File: src/rtl/uart_stream_arb.sv
// Round-robin, packet-locked arbiter feeding one AXI-Stream UART transmitter from NUM_REQ streams.
// Define UART_ARB_TIMEOUT_EN to force release of a granted requester that stalls TIMEOUT_CYCLES cycles.
module uart_stream_arb #(
  parameter int NUM_REQ        = 4,
  parameter int DATA_W         = 32,
  parameter int TIMEOUT_CYCLES = 1024
) (
  input  logic                        S_AXIS_ACLK,
  input  logic                        S_AXIS_ARESETN,
  input  logic [NUM_REQ-1:0]          S_AXIS_TVALID,
  input  logic [NUM_REQ*DATA_W-1:0]   S_AXIS_TDATA,
  input  logic [NUM_REQ-1:0]          S_AXIS_TLAST,
  output logic [NUM_REQ-1:0]          S_AXIS_TREADY,
  output logic                        M_AXIS_TVALID,
  output logic [DATA_W-1:0]           M_AXIS_TDATA,
  output logic                        M_AXIS_TLAST,
  input  logic                        M_AXIS_TREADY,
  output logic [$clog2(NUM_REQ)-1:0]  grant,
  output logic                        busy,
  output logic                        timeout_err
);

  localparam int GW = $clog2(NUM_REQ);

  if (NUM_REQ < 2 || NUM_REQ > 8 || TIMEOUT_CYCLES < 1) begin : g_param_check
    $error("uart_stream_arb: NUM_REQ must be 2..8 and TIMEOUT_CYCLES at least 1");
  end

  typedef enum logic {
    ST_IDLE,
    ST_XFER
  } state_e;

  state_e          state_q, state_d;
  logic [GW-1:0]   grant_q, grant_d;
  logic [GW-1:0]   last_q,  last_d;
  logic [GW-1:0]   pick;
  logic [GW-1:0]   cand;
  logic            found;
  int              idx;

`ifdef UART_ARB_TIMEOUT_EN
  localparam int CNT_W = $clog2(TIMEOUT_CYCLES + 1);
  logic [CNT_W-1:0] stall_cnt_q, stall_cnt_d;
  logic             timeout_err_q, timeout_err_d;
`endif

  // NOTE: every variable written here gets a default first, so no path can leave one
  // unassigned and infer a latch.
  always_comb begin
    state_d       = state_q;
    grant_d       = grant_q;
    last_d        = last_q;
    pick          = '0;
    cand          = '0;
    found         = 1'b0;
    idx           = 0;
    S_AXIS_TREADY = '0;
    M_AXIS_TVALID = 1'b0;
    M_AXIS_TDATA  = '0;
    M_AXIS_TLAST  = 1'b0;
`ifdef UART_ARB_TIMEOUT_EN
    stall_cnt_d   = '0;
    timeout_err_d = 1'b0;
`endif

    unique case (state_q)
      ST_IDLE: begin
        // Search starts one past the previous owner so every requester gets a turn.
        for (int k = 1; k <= NUM_REQ; k++) begin
          idx = int'(last_q) + k;
          if (idx >= NUM_REQ) idx = idx - NUM_REQ;
          cand = GW'(idx);
          if (!found && S_AXIS_TVALID[cand]) begin
            found = 1'b1;
            pick  = cand;
          end
        end
        if (found) begin
          state_d = ST_XFER;
          grant_d = pick;
        end
      end

      ST_XFER: begin
        M_AXIS_TVALID          = S_AXIS_TVALID[grant_q];
        M_AXIS_TDATA           = S_AXIS_TDATA[int'(grant_q)*DATA_W +: DATA_W];
        M_AXIS_TLAST           = S_AXIS_TLAST[grant_q];
        S_AXIS_TREADY[grant_q] = M_AXIS_TREADY;

        if (M_AXIS_TVALID && M_AXIS_TREADY && M_AXIS_TLAST) begin
          state_d = ST_IDLE;
          last_d  = grant_q;
        end
`ifdef UART_ARB_TIMEOUT_EN
        // Only an absent source counts as a stall; transmitter backpressure never does.
        if (S_AXIS_TVALID[grant_q]) begin
          stall_cnt_d = '0;
        end else if (stall_cnt_q == CNT_W'(TIMEOUT_CYCLES - 1)) begin
          state_d       = ST_IDLE;
          last_d        = grant_q;
          timeout_err_d = 1'b1;
        end else begin
          stall_cnt_d = stall_cnt_q + 1'b1;
        end
`endif
      end

      default: state_d = ST_IDLE;
    endcase
  end

  // NOTE: state registers use non-blocking assignments so every flop samples the
  // pre-edge value of every other flop, independent of statement order.
  always_ff @(posedge S_AXIS_ACLK) begin
    if (!S_AXIS_ARESETN) begin
      state_q <= ST_IDLE;
      grant_q <= '0;
      last_q  <= GW'(NUM_REQ - 1);
    end else begin
      state_q <= state_d;
      grant_q <= grant_d;
      last_q  <= last_d;
    end
  end

`ifdef UART_ARB_TIMEOUT_EN
  always_ff @(posedge S_AXIS_ACLK) begin
    if (!S_AXIS_ARESETN) begin
      stall_cnt_q   <= '0;
      timeout_err_q <= 1'b0;
    end else begin
      stall_cnt_q   <= stall_cnt_d;
      timeout_err_q <= timeout_err_d;
    end
  end

  assign timeout_err = timeout_err_q;
`else
  assign timeout_err = 1'b0;
`endif

  assign grant = grant_q;
  assign busy  = (state_q == ST_XFER);

endmodule

File: config.mk
export PLATFORM = sky130hd
export DESIGN_NAME = uart_stream_arb
export DESIGN_NICKNAME = d
export VERILOG_FILES = /design/src/rtl/uart_stream_arb.sv
export SDC_FILE = /design/constraint.sdc
export NUM_CORES = 1
export LEC_CHECK = 0
export ABC_AREA = 1
export CAP_MARGIN = 30
export CELL_PAD_IN_SITES_DETAIL_PLACEMENT = 2
export CELL_PAD_IN_SITES_GLOBAL_PLACEMENT = 2
export CORE_MARGIN = 5
export CORE_UTILIZATION = 10
export CTS_CLUSTER_SIZE = 24
export DETAILED_ROUTE_END_ITERATION = 6
export HOLD_SLACK_MARGIN = 0.08
export PLACE_DENSITY = 0.84
export SETUP_SLACK_MARGIN = 0.05
export SLEW_MARGIN = 20
export SYNTH_ARGS = -nofsm -noshare
export SYNTH_HDL_FRONTEND = slang
export SYNTH_SLANG_ARGS = --single-unit
File: constraint.sdc
create_clock -name S_AXIS_ACLK -period 1.3 [get_ports S_AXIS_ACLK]
set_input_delay 0.195 -clock S_AXIS_ACLK [delete_from_list [all_inputs] [get_ports S_AXIS_ACLK]]
set_output_delay 0.195 -clock S_AXIS_ACLK [all_outputs]
set_load 0.03 [all_outputs]
**Yosys cells after proc, flatten, opt, wreduce, memory -nomap -nowiden**

Index checks and enable logic that the tools add are counted.

- Register bits after elaboration: 5
- Latch bits: 0
- Bits in writable memories: 0
- ROM bits: 0
- Output and inout port bits: 42
- Logic and storage cells: 76
- Memories: 0

- $add $sub $neg: 8
- Multiply operators: 0
- Div/mod/pow operators: 0
- Order comparisons: 10
- Eq/ne operators: 0
- Shift operators: 1
- Multiplexer cells: 41
- Bitwise logic cells: 2
- Reduce and logical (&&, ||, !) cells: 11

Operators with widths:

| cell | number |
|---|---|
| $shiftx 128x8->32 | 1 |
| $mux 32 | 1 |
| $mux 2 | 12 |
| $mux 1 | 19 |
| $lt 2x3->1 const B | 5 |
| $bmux 1 s2 | 6 |
| $ge 3x3->1 const B | 3 |
| $sub 2x1->2 const B | 4 |
| $add 2x2->3 const B | 2 |
| $logic_and 1x1->1 | 6 |
| $add 2x3->4 const B | 1 |
| $and 4x4->4 | 1 |
| $ge 4x3->1 const B | 1 |
| $mux 4 | 1 |
| $reduce_and 2->1 | 2 |
| $add 2x1->3 const B | 1 |
| $logic_not 1->1 | 3 |
| $demux 1 s2 | 1 |
| $ge 2x1->1 const B | 1 |
| $pmux 1 s2 | 1 |
| $not 1->1 | 1 |

**Logic depth before layout (Yosys ltp)**

- Depth in word-level cells: 22
- Mapped depth: 13
- Gate-level depth less buffers: 12

**Least setup slack after synthesis**

Ideal clock, no wire load.

- Path kind: reg-to-output
- Start: register grant_q[0] (netlist: grant[0])
- End: output port M_AXIS_TDATA[10]
- Data arrival time: 1.762 ns
- Path slack: -0.657 ns
- Cell stages (with the launch flop): 7
- Path buffers: 2
- Cell sequence: dfxtp_1 -> buf_2 -> nand2_1 -> inv_1 -> buf_2 -> nand2_1 -> a31oi_1

- Cells in the longest elaborated chain, start to end: 2

Ends and longest elaborated chain:

| item | line | text |
|---|---|---|
| start: declaration | 35 | `logic [GW-1:0] grant_q, grant_d;` |
| start signal: assignment | 122 | `grant_q <= grant_d;` |
| $shiftx 128x8->32 | 87 | `M_AXIS_TDATA = S_AXIS_TDATA[int'(grant_q)*DATA_W +: DATA_W];` |
| $mux 32 | 67 | `unique case (state_q)` |
| end: declaration | 15 | `output logic [DATA_W-1:0] M_AXIS_TDATA,` |

No other way between the ends.

**Final worst setup path**

- Start: register grant_q[1] (netlist: grant[1])
- End: output port M_AXIS_TDATA[11]

The elaborated chain is that of the path after synthesis.

==> summary.md <==
| Metric | Value |
|---|---|
| CTS clock-pin slew for the worst setup and hold paths | around 0.03 ns |
| Top cell type by total area after synthesis | nand2_1 |
| Asr flop ratio synth | 0% |
| First-pass GRT wire length | roughly 19,000 um |
| Failing checks | setup timing |
| Final min period | approximately 1.7 ns |
| Synth top area cells | nand2_1, a22oi_1, a31oi_1 |
| Synth warnings | 0 |
| Pre-Repair DR Iteration Count | 4 |
| Final Power | just over 4 mW |
| Critical path endpoint category | output pin |
| Fin nets | 608 |
| Root Buffer | clkbuf_16 |
| Area grow syn2layout | 258% |
| Largest net degree at the start of global routing | 22 |
| Global-route usage over all layers | 14.6% |
| CP arrival | 1.49 ns |
| Chip Width | 127 um |
| Mean Syn Cell Area | roughly 5.4 um^2 |
| EDFF count, synth | 0 |
| Cell Pwr Density | approximately 850 nW/um^2 |
| Most frequent cells after synthesis | nand2_1, a22oi_1, a31oi_1 |
| Predominant post-synthesis flop cell | dfxtp_1 |
| Bufs on Longest Clock Path | 2 |
| Slowest CP cell | dfxtp_4 |
| Final Skew | 0.000848 ns |
| Fin area | between 4000 and 5000 um^2 |
| # hold bufs at CTS | 0 |
| Worst path max stage delay | between 0.3 and 0.4 ns |
| Vias | roughly 2,800 |
| GRT overflow | 0 |
| Tcrit/Tclk final | 129% |
| Crit Path Category | reg -> out |
| Number of global-route vias before repair | 3,315 |
| Antenna Cells | 0 |
| Sequential share of the synthesized area | under 10% |
| Max VDD drop | about 0.58 mV |
| # clock sinks | 5 |
| Yosys top cell area share | between 20% and 30% |
| Distinct cell type count after synthesis | 26 |
| Residual DRC | 0 |
| Worst hold slack | between 0.5 and 0.6 ns |
| Critical path fanouts, max | 6 |
| Boundary Pins | ~180 |
| Syn nets | roughly 390 |
| Fin. max-slew vios | 0 |
| Final std cells w/o fill | ~640 |
| Die footprint | roughly 16,000 um^2 |
| Synth Register Bits | 5 |
| Starting density of the core | approximately a tenth |
| CTS tree | built |
| Final WS setup | -0.383 ns |
| Height of the die | between 100 and 150 um |
| HP Class | reg -> reg |
| Latest clock arrival within the worst-skew pair | ~0.22 ns |
| Post-Place Cell Area | ~4000 um^2 |
| Final hold violations | 0 |
| Initial DRC count | 48 |
| Top-count cell post-synth | nand2_1 |
| Fin util | about 37% |
| Maxcap violations | 0 |
| Core Box Area | roughly 13,000 um^2 |
| GP Congestion | about 0.84 |
| Fmax | just under 600 MHz |
| Synthesized area | 1370 um^2 |
| Worst setup SP type | flip-flop |
| P_leak | 1.79 nW |
| Inst Count DP | around 620 |
| Post-DRT Antenna Nets | 0 |
| Drt total wl | 12,500 um |
| H-tree depth | 1 |
| CTS buffer count | 3 |
| IO Port Bufs | ~180 |
| Via density | around 4.3 |
| Layout cells sized above 1 | approximately 49% |
| DR WL/cell | 19.5 um |
| Std-Cell Rows | 42 |
| Post-Synthesis Cells | 254 |
| Initial antenna violation count | 0 |
| RSZ-0062 raised after global routing | yes |
| Critical-path cell list | inv_6 > nor2_4 > buf_4 > clkbuf_16 > nand2_1 > a31oi_4 > buf_6 |
| Final HPWL DP | around 9800 um |
| CP required | about 1.1 ns |
| Final setup viols | 42 |
| Status | complete, but fails checks |
-- critical path: cells and delay by family (launching register included) --
family / cells / cell delay (ns)
buffers and inverters: 4 / 0.48
AOI/OAI and AO/OA: 1 / 0.19
DFF: 1 / 0.39
and+or+nand+nor: 2 / 0.19
-- power breakdown --
group / switching (mW) / internal (mW)
Clock: 0.0972 / 0.406
Combinational: 1.74 / 1.70
Sequential: 0.0395 / 0.176
-- final timing paths --
kind | cells after the start | to | startpoint | slack, ns
worst min register to register | 2 | last_q[0]$_SDFFE_PN1P_ | last_q[0]$_SDFFE_PN1P_ | 0.51
worst max register to register | 11 | last_q[1]$_SDFFE_PN1P_ | grant[1]$_SDFFE_PN0P_ | -0.27
worst min-delay path | 2 | last_q[0]$_SDFFE_PN1P_ | last_q[0]$_SDFFE_PN1P_ | 0.51
worst max-delay path | 7 | M_AXIS_TDATA[11] | grant[1]$_SDFFE_PN0P_ | -0.38
-- layout by cell type (no fill, tap or decap), types with 2 or more instances in the layout --
master and count:
nor2_4 5, clkdlybuf4s50_1 133, nor2_2 7, buf_12 16, dlymetal6s2s_1 3, dlygate4sd2_1 2, clkbuf_16 5, buf_4 34
nand3_2 7, inv_2 4, nand2_4 10, nand2_2 24, nor2_1 3, a22oi_2 33, a31oi_4 32, nand2_1 78
buf_6 36, dfxtp_4 4, inv_1 8, nand3_1 8
-- repair_timing --
action                     in CTS  in global routing
buffers inserted                9                  8
resized for setup             105                 39
cloned                          1                  2
pin swaps                      14                 25
setup endpoints to repair      43                 43
-- routing by layer --
layer / GRT usage [%] / vias to the layer above / wire, um
met3: 2.40 / 6 / 697
li1: - / 1312 / -
met1: 15.0 / 1361 / 4470
met4: 1.32 / 0 / 68
met2: 31.0 / 111 / 7310
met5: 0 / - / 0
-- state kept, by name, indices dropped and copies added, names as in the netlist --
signal,count
last_q,2
grant,2
busy,1
-- layout make-up --
class                   instances  area, um^2
fillers                      1440        8400
flip-flops and latches          5         116
multi-input cells             214        1930
well taps                     176         220
clock buffers                   4        78.8
repair buffers                228        2460
inverters                      17        92.6
-- through the flow --
| stage | setup slack (ns) | TNS [ns] |
|---|---|---|
| final | -0.383 | -13.88 |
| after global routing | -0.450 | -16.64 |
| after CTS | -0.376 | -13.43 |
| after detailed placement | -0.390 | -9.83 |
| after global placement | -0.237 | -7.68 |
| after floorplan | -0.156 | -5.05 |
-- cells by family after synthesis --
family	Yosys count	share of synthesized area [%]
AO/OA/AOI/OAI	69	35.0
buffers and inverters	35	11.8
flip-flops	5	7.33
other	1	0.274
AND/OR/NAND/NOR	144	45.6
Power figures use the tool's default switching activity.
